$ cat src/rtl/boot_pkg.sv
// Shared constants for the SPI boot loader.
// Header length and the default boot window live here.
package boot_pkg;

    localparam int          HEADER_BYTES   = 3;
    localparam int          DEF_ADDR_W     = 18;
    localparam int unsigned DEF_BOOT_START = 32'h0000_C000;
    localparam int unsigned DEF_BOOT_END   = 32'h0000_FFFF;

endpackage

$ cat src/rtl/byte_fifo.sv
// Small synchronous FIFO holding {address, data} write entries.
// Pushes while full and pops while empty are ignored.
module byte_fifo #(
    parameter int WIDTH = 26,
    parameter int DEPTH = 4
) (
    input  logic             clk,
    input  logic             reset,
    input  logic             push,
    input  logic [WIDTH-1:0] wdata,
    input  logic             pop,
    output logic [WIDTH-1:0] rdata,
    output logic             full,
    output logic             empty
);

    localparam int AW = $clog2(DEPTH);

    logic [WIDTH-1:0] store [DEPTH];
    logic [AW:0]      wp;
    logic [AW:0]      rp;
    logic             do_push;
    logic             do_pop;

    assign empty   = (wp == rp);
    assign full    = (wp[AW] != rp[AW]) && (wp[AW-1:0] == rp[AW-1:0]);
    assign do_push = push && !full;
    assign do_pop  = pop && !empty;
    assign rdata   = store[rp[AW-1:0]];

    // Read/write pointers; the extra MSB separates full from empty.
    always_ff @(posedge clk) begin
        if (reset) begin
            wp <= '0;
            rp <= '0;
        end else begin
            if (do_push) begin
                wp <= wp + 1'b1;
            end
            if (do_pop) begin
                rp <= rp + 1'b1;
            end
        end
    end

    // Entry storage; contents are don't-care until written.
    always_ff @(posedge clk) begin
        if (do_push) begin
            store[wp[AW-1:0]] <= wdata;
        end
    end

endmodule

$ cat src/rtl/spi_boot_loader.sv
// Receives an SPI image (MSB first) and writes it into SRAM via req/ack.
// Holds the CPU in reset through busy until a frame is fully committed.
module spi_boot_loader
    import boot_pkg::*;
#(
    parameter int          ADDR_W          = DEF_ADDR_W,
    parameter int unsigned BOOT_START_ADDR = DEF_BOOT_START,
    parameter int unsigned BOOT_END_ADDR   = DEF_BOOT_END,
    parameter bit          HEADER_EN       = 1'b0,
    parameter bit          SAMPLE_FALL     = 1'b0,
    parameter int          FIFO_DEPTH      = 4
) (
    input  logic              clk,
    input  logic              reset,
    input  logic              spi_ss,
    input  logic              spi_sclk,
    input  logic              spi_mosi,
    output logic              mem_req,
    input  logic              mem_ack,
    output logic [ADDR_W-1:0] mem_addr,
    output logic [7:0]        mem_data,
    output logic              busy,
    output logic              done,
    output logic              overrun,
    output logic              range_err
);

    localparam logic [ADDR_W-1:0] START_A  = ADDR_W'(BOOT_START_ADDR);
    localparam logic [ADDR_W-1:0] END_A    = ADDR_W'(BOOT_END_ADDR);
    localparam logic [1:0]        HDR_DONE = 2'(HEADER_BYTES);
    localparam logic [1:0]        HDR_LAST = 2'(HEADER_BYTES - 1);
    localparam int                ENT_W    = ADDR_W + 8;

    // Synchronisers and edge-detect history
    logic ss_s1, ss_s2, ss_s3;
    logic sclk_s1, sclk_s2, sclk_s3;
    logic mosi_s1, mosi_s2;

    logic ss_fall, ss_rise;
    logic sclk_rise, sclk_fall;
    logic sample;

    // Byte assembly
    logic [6:0] shreg;
    logic [2:0] bit_cnt;
    logic       byte_vld;
    logic [7:0] byte_val;

    // Header / write pointer
    logic [1:0]        hdr_cnt;
    logic [ADDR_W-9:0] hdr_addr;
    logic [ADDR_W-1:0] wptr;
    logic              started;

    // Push decision
    logic is_hdr;
    logic is_data;
    logic out_of_range;
    logic push;
    logic pop;
    logic seen_data;

    // FIFO side
    logic [ENT_W-1:0] head;
    logic             full;
    logic             empty;

    // Bring the asynchronous SPI pins into the clk domain.
    always_ff @(posedge clk) begin
        if (reset) begin
            ss_s1   <= 1'b1;
            ss_s2   <= 1'b1;
            ss_s3   <= 1'b1;
            sclk_s1 <= 1'b0;
            sclk_s2 <= 1'b0;
            sclk_s3 <= 1'b0;
            mosi_s1 <= 1'b0;
            mosi_s2 <= 1'b0;
        end else begin
            ss_s1   <= spi_ss;
            ss_s2   <= ss_s1;
            ss_s3   <= ss_s2;
            sclk_s1 <= spi_sclk;
            sclk_s2 <= sclk_s1;
            sclk_s3 <= sclk_s2;
            mosi_s1 <= spi_mosi;
            mosi_s2 <= mosi_s1;
        end
    end

    assign ss_fall   = ss_s3 & ~ss_s2;
    assign ss_rise   = ~ss_s3 & ss_s2;
    assign sclk_rise = ~sclk_s3 & sclk_s2;
    assign sclk_fall = sclk_s3 & ~sclk_s2;
    assign sample    = (SAMPLE_FALL ? sclk_fall : sclk_rise) & ~ss_s2;

    // Shift in mosi; flag a completed byte one cycle after its 8th edge.
    always_ff @(posedge clk) begin
        if (reset) begin
            shreg    <= '0;
            bit_cnt  <= '0;
            byte_vld <= 1'b0;
            byte_val <= '0;
        end else begin
            byte_vld <= 1'b0;
            if (ss_fall || ss_rise) begin
                bit_cnt <= '0;
            end else if (sample) begin
                shreg   <= {shreg[5:0], mosi_s2};
                bit_cnt <= bit_cnt + 3'd1;
                if (bit_cnt == 3'd7) begin
                    byte_vld <= 1'b1;
                    byte_val <= {shreg, mosi_s2};
                end
            end
        end
    end

    assign is_hdr       = HEADER_EN && (hdr_cnt != HDR_DONE);
    assign is_data      = byte_vld && !is_hdr;
    assign out_of_range = !HEADER_EN && (wptr > END_A);
    assign push         = is_data && !out_of_range && !full;
    assign pop          = mem_ack && !empty;

    // Header collection and write-pointer maintenance.
    always_ff @(posedge clk) begin
        if (reset) begin
            hdr_cnt  <= '0;
            hdr_addr <= '0;
            wptr     <= START_A;
            started  <= 1'b0;
        end else if (ss_fall) begin
            hdr_cnt <= '0;
            started <= 1'b1;
            if (!HEADER_EN && !started) begin
                wptr <= START_A;
            end
        end else if (byte_vld) begin
            if (is_hdr) begin
                hdr_addr <= (ADDR_W-8)'({hdr_addr, byte_val});
                hdr_cnt  <= hdr_cnt + 2'd1;
                if (hdr_cnt == HDR_LAST) begin
                    wptr <= {hdr_addr, byte_val};
                end
            end else if (!out_of_range) begin
                // Dropped-on-full bytes still advance the pointer.
                wptr <= wptr + ADDR_W'(1);
            end
        end
    end

    // Sticky status flags and load completion.
    always_ff @(posedge clk) begin
        if (reset) begin
            overrun   <= 1'b0;
            range_err <= 1'b0;
            seen_data <= 1'b0;
            done      <= 1'b0;
        end else begin
            if (is_data && out_of_range) begin
                range_err <= 1'b1;
            end
            if (is_data && !out_of_range && full) begin
                overrun <= 1'b1;
            end
            if (push) begin
                seen_data <= 1'b1;
            end
            if (seen_data && ss_s2 && empty && !byte_vld) begin
                done <= 1'b1;
            end
        end
    end

    byte_fifo #(
        .WIDTH (ENT_W),
        .DEPTH (FIFO_DEPTH)
    ) u_fifo (
        .clk   (clk),
        .reset (reset),
        .push  (push),
        .wdata ({wptr, byte_val}),
        .pop   (pop),
        .rdata (head),
        .full  (full),
        .empty (empty)
    );

    // The FIFO head is presented directly, so it is stable until popped.
    assign mem_req  = ~empty;
    assign mem_addr = empty ? START_A : head[ENT_W-1:8];
    assign mem_data = empty ? 8'h00 : head[7:0];
    assign busy     = ~done;

endmodule
$ cat config.mk
export PLATFORM = sky130hd
export DESIGN_NAME = spi_boot_loader
export DESIGN_NICKNAME = d
export VERILOG_FILES = /design/src/rtl/boot_pkg.sv /design/src/rtl/byte_fifo.sv /design/src/rtl/spi_boot_loader.sv
export SDC_FILE = /design/constraint.sdc
export NUM_CORES = 1
export LEC_CHECK = 0
export CORE_ASPECT_RATIO = 0.8
export CORE_MARGIN = 3
export CORE_UTILIZATION = 55
export DETAILED_ROUTE_END_ITERATION = 16
export PLACE_DENSITY = 0.79
export SYNTH_ARGS = -nofsm -noshare
export SYNTH_HDL_FRONTEND = slang
export SYNTH_SLANG_ARGS = --single-unit
$ cat constraint.sdc
create_clock -name clk -period 5.9 [get_ports clk]
set_clock_uncertainty 0.05 [all_clocks]
set_input_delay 1.18 -clock clk [delete_from_list [all_inputs] [get_ports clk]]
set_output_delay 1.18 -clock clk [all_outputs]
set_load 0.005 [all_outputs]
* After elaboration in Yosys (flattened, before gate mapping)
Memory sizes are Yosys's and may differ from the RTL's. A register that Yosys moved wholly into a read port is not among the register bits.
Cells that the tools add are included.
** Word-level totals
- Register bits :: 56
- RAM bits :: 104
- Input port bits :: 6
- Output and inout bits :: 31
- Logic and storage cells :: 76
- Memories :: 1
** Memory list
- u_fifo.store :: depth 4, bits a word 26, rd ports 1, clocked after memory_dff 1, wr ports 1, RTL line byte_fifo.sv:19 : logic [WIDTH-1:0] store [DEPTH];
** Cells by class
- Add/subtract/negate cells :: 4
- Order comparisons :: 1
- Equality and inequality tests :: 6
- Muxes and demuxes :: 11
- Bitwise operators :: 11
- Reduce and logical (&&, ||, !) cells :: 22
** Operators with widths (number)
- two-way mux 18 bit :: 5
- adder 18 x 1 -> 18 bit (second input constant) :: 1
- > comparator 18 x 16 -> 1 bit (second input constant) :: 1
- logical AND 1 bit :: 11
- adder 3 x 1 -> 3 bit (second input constant) :: 3
- two-way mux 8 bit :: 1
- inverter 1 bit :: 7
- AND reduction 3 bit :: 2
- AND 1 bit :: 4
- zero test 1 bit :: 4
- two-way mux 2 bit :: 2
- != test 2 bit (second input constant) :: 2
- == test 3 bit :: 1
- == test 3 bit (second input constant) :: 1
- two-way mux 1 bit :: 3
- OR reduction 3 bit :: 1
- == test 2 bit :: 1
- AND reduction 2 bit :: 1
- nonzero test 2 bit :: 1
- OR reduction 2 bit :: 1
- logical OR 1 bit :: 1
- != test 1 bit :: 1

* Logic depth before layout (Yosys ltp)
- Depth in word-level cells :: 7
- Gate-level depth with buffers :: 7
- Gate-level depth less buffers :: 6

* Hierarchy
From an unflattened synthesis, not the netlist that was laid out.
** Unflattened totals
- Cells, all modules :: 456
- Area total of the unflattened synthesis :: 6475.0 um^2
** By module, submodules not included
- byte_fifo :: instances 1, cells an instance 204, area each 4320.4 um^2, sequential area each 3283.1 um^2
- spi_boot_loader :: instances 1, cells an instance 252, area each 2154.6 um^2, sequential area each 1001.0 um^2

* Worst setup path before layout
OpenSTA, ideal clock, no wires.
- Path kind :: register to output
- Start point :: register with a tool-made name
- End point :: output mem_addr[10]
- Arrival time :: 1478 ps
- Required time :: 4670 ps
- Slack :: 3192 ps
- Cell stages (with the launch flop) :: 5
- Path buffers :: 2
- Cells stage by stage :: dfxtp_1 > buf_2 > buf_2 > mux4_2 > nor2b_1
** RTL lines
- to (decl) :: RTL line spi_boot_loader.sv:20 : output logic [ADDR_W-1:0] mem_addr,

==> summary.md <==
| Metric | Value |
|---|---|
| Drt pass-1 iters | `5` |
| DR iter-0 viols | `417` |
| Sw Share | `19.7%` |
| Hold Path End | `ss_s2$_SDFF_PP1_` |
| Final min period | `around 4000 ps` |
| Crit path required time | `4670 ps` |
| RSZ-0062 raised after global routing | `no` |
| CP Launch Type | `register` |
| Critical path depth | `3` |
| Yosys Warn Count | `0` |
| Hold crit path type | `reg2reg` |
| Yosys reg bits | `162` |
| Worst-Margin Slew | `982 ps` |
| Power per cell area | `311 mW/mm^2` |
| Routed len/inst | `roughly 19 microns` |
| Synthesized net count | `around 450` |
| Post-DRT Antenna Nets | `0` |
| Initial antenna violation count | `0` |
| I/O Pins | `37` |
| Largest net degree at the start of global routing | `50` |
| Layout cell share with drive strength beyond 1 | `between 10% and 20%` |
| Starting Density | `57.3%` |
| R2r setup slk | `3380 ps` |
| Grt total ovfl | `0` |
| Num CTS Buffers | `17` |
| Slew margin rel. | `34.5%` |
| CP max stage delay | `slightly below 1000 ps` |
| First-pass GRT wire length | `20000 microns` |
| P_leak | `between 2 and 3 nW` |
| Total Power | `2.33 mW` |
| Worst path slowest cell | `dfxtp_2` |
| Register area share after synthesis | `67.3%` |
| Post-cts repair resize count | `0` |
| Detail-routed via count per cell | `between 5 and 6` |
| Post-CTS Setup Inserts | `0` |
| Vias in the first global route | `3870` |
| Clk root buf | `clkbuf_16` |
| Area Growth Syn to Fin | `17.8%` |
| TritonCTS clock tree | `done` |
| NumNets Final | `494` |
| Count of different cell masters after synthesis | `51` |
| Inserted Diodes | `0` |
| CTS clk-pin slew, worst paths | `60 ps` |
| Routed WL | `12300 microns` |
| Core area | `0.0111 sq mm` |
| CP Cell Sequence | `mux4_2 -> or2_2 -> clkdlybuf4s50_1` |
| EDFF count, synth | `around 100` |
| Type of the worst setup path | `reg2out` |
| FF-to-FF End | `wptr[12]$_SDFFE_PP0P_` |
| Mapped Cells | `436` |
| Async S/R FF share, synth | `0%` |
| Chip Width | `126 microns` |
| Setup crit end kind | `primary output` |
| Synthesized area | `0.00637 sq mm` |
| Clock sinks | `about 160` |
| Final Cell Area | `0.00750 sq mm` |
| Worst path bufs/invs | `1` |
| Tot GR Track Use | `between 20 and 25%` |
| Combinational share of power | `1.0%` |
| CP top delay family | `flip-flops` |
| Max Clk Rate | `253 MHz` |
| Peak VDD IR | `0.286 mV` |
| Status | `completed` |
| Clock Latency Late Sink | `420 ps` |
| Internal power | `1.87 mW` |
| # DRC | `0` |
| Die area | `0.0129 sq mm` |
| Final hold vios | `0` |
| Most common flop cell mapped by yosys | `edfxtp_1` |
| Placed inst area | `0.00690 sq mm` |
| Sequential fraction of design power | `between 50% and 60%` |
| Max clock buf depth | `2` |
| Crit-path max FO | `26` |
| Clock power frac | `47.8%` |
| Setup_tns | `0 ps` |
| Hold path start | `ss_s1$_SDFF_PP1_` |
| Worst r2r src | `ss_s2$_SDFF_PP1_` |
| Max Cap Viol | `0` |
| Avg Cell Area, Syn | `14.6 sq um` |
| Hold_buf cts | `0` |
| Site Rows | `34` |
| Switching pwr | `roughly 0.46 mW` |
| Reg2Reg Depth | `6` |
| Htree depth | `4` |
| Fin. max-slew vios | `0` |
| GP Congestion | `0.849` |
| Final period utilization | `67.1%` |
| Hold Path Depth | `1` |
| Buffers on Ports | `36` |
| Vias | `about 3800` |
| Setup violations, final | `0` |
| Die H | `a little over 100 microns` |
| Worst Path Arrival | `roughly 2700 ps` |
| Final HPWL DP | `7010 microns` |
[metrics by stage]
stage / utilization, % / setup slack (ps) / hold slack, ps / std cells
final: 67.5 / 1940 / 368 / 636
after CTS: 67.5 / 1850 / 373 / 636
after detailed placement: 62.1 / 2310 / 347 / 604
after floorplan: - / 3190 / 339 / 436
after global routing: 67.5 / 1720 / 400 / 636
after global placement: 62.1 / 2330 / 344 / 604
[worst reg2reg max path, cell delays in order (launching register included)]
cell and delay [ps]:
dfxtp_1 400, inv_1 60, ha_1 370, or4b_1 790
nor2_8 200, or4b_1 440, a21oi_1 150
[cells in the final DEF, fill, tap and decap left out, types with 7 or more instances in the layout]
cell,count
nor2b_1,30
clkdlybuf4s50_1,36
xor2_1,7
nor2_1,25
nand2_1,35
mux4_2,26
buf_4,8
a21oi_1,23
clkbuf_16,17
inv_1,7
nand3_1,12
ha_1,9
edfxtp_1,104
dfxtp_1,57
[sequential cells by signal, summed over array words and instances (netlist names), 3 cells and up, named ones only]
name	cells
u_fifo.store	104
shreg	7
u_fifo.wp	3
u_fifo.rp	3
wptr	18
byte_val	8
bit_cnt	3
[power by group through the flow]
stage	Combinational, mW	Clock (mW)	Sequential [mW]
2_1_floorplan	0.0138	0	1.22
3_3_place_gp	0.0210	0	1.22
3_5_place_dp	0.0218	0	1.22
4_1_cts	0.0221	1.13	1.20
5_1_grt	0.0246	1.17	1.20
6_report	0.0224	1.11	1.20
[cell usage after synthesis, types with 2 or more instances]
library cell	count	area share, %
nor3_1	5	0.39
a21oi_1	23	1.8
ha_1	9	1.8
o41ai_1	2	0.28
or4b_1	2	0.31
or3_1	2	0.20
o21ai_0	6	0.47
nand4_1	2	0.20
and4_1	4	0.55
xor2_1	7	0.96
o31ai_1	2	0.24
nor3b_1	3	0.35
clkbuf_1	16	0.94
nor2_1	25	1.5
a41oi_1	2	0.28
a31oi_1	3	0.29
nand2_1	35	2.1
nand3_1	12	0.94
o2111ai_1	2	0.28
and3_1	2	0.20
nand2b_1	4	0.39
dfxtp_1	58	18
or2_2	6	0.59
edfxtp_1	104	49
and2_1	6	0.59
nor2b_1	30	2.9
xnor2_1	4	0.55
inv_1	7	0.41
mux4_2	26	9.2
mux2i_1	4	0.63
buf_2	3	0.24
[per-layer routing]
metal  vias to the layer above  track usage (%)  wire length (microns)
met1                      1885             27.5                   5270
li1                       1725                -                      -
met4                         0             7.25                    189
met2                       143             32.9                   5990
met3                        18             6.32                    805
met5                         -                0                      0
[final cells by class]
type                    instances  area (sq um)
clock buffers                  18           429
clock inverters                14           174
fillers                       774          3600
inverters                       7          26.3
multi-input cells             247          1980
flip-flops and latches        162          4290
well taps                     144           180
repair buffers                 44           420
[cell families (layout without fill, tap and decap cells)]
logic type,count (synthesis),after routing,synth area share (%)
flip-flops,162,162,67.3
AND/OR/NAND/NOR,145,145,12.6
AO/OA/AOI/OAI,51,51,5.09
multiplexers,31,31,10.0
buffers and inverters,27,83,1.77
XOR/XNOR,11,11,1.51
adder cells (fa/ha/maj),9,9,1.77
[worst max path at each step]
stage                  start            to  slack, ps
finish              register  mem_addr[14]       1940
global route        register  mem_addr[14]       1720
CTS                 register  mem_addr[14]       1850
detailed placement  register  mem_addr[14]       2310
global placement    register  mem_addr[15]       2330
floorplan           register  mem_addr[10]       3190
Power figures use the tool's default switching activity.
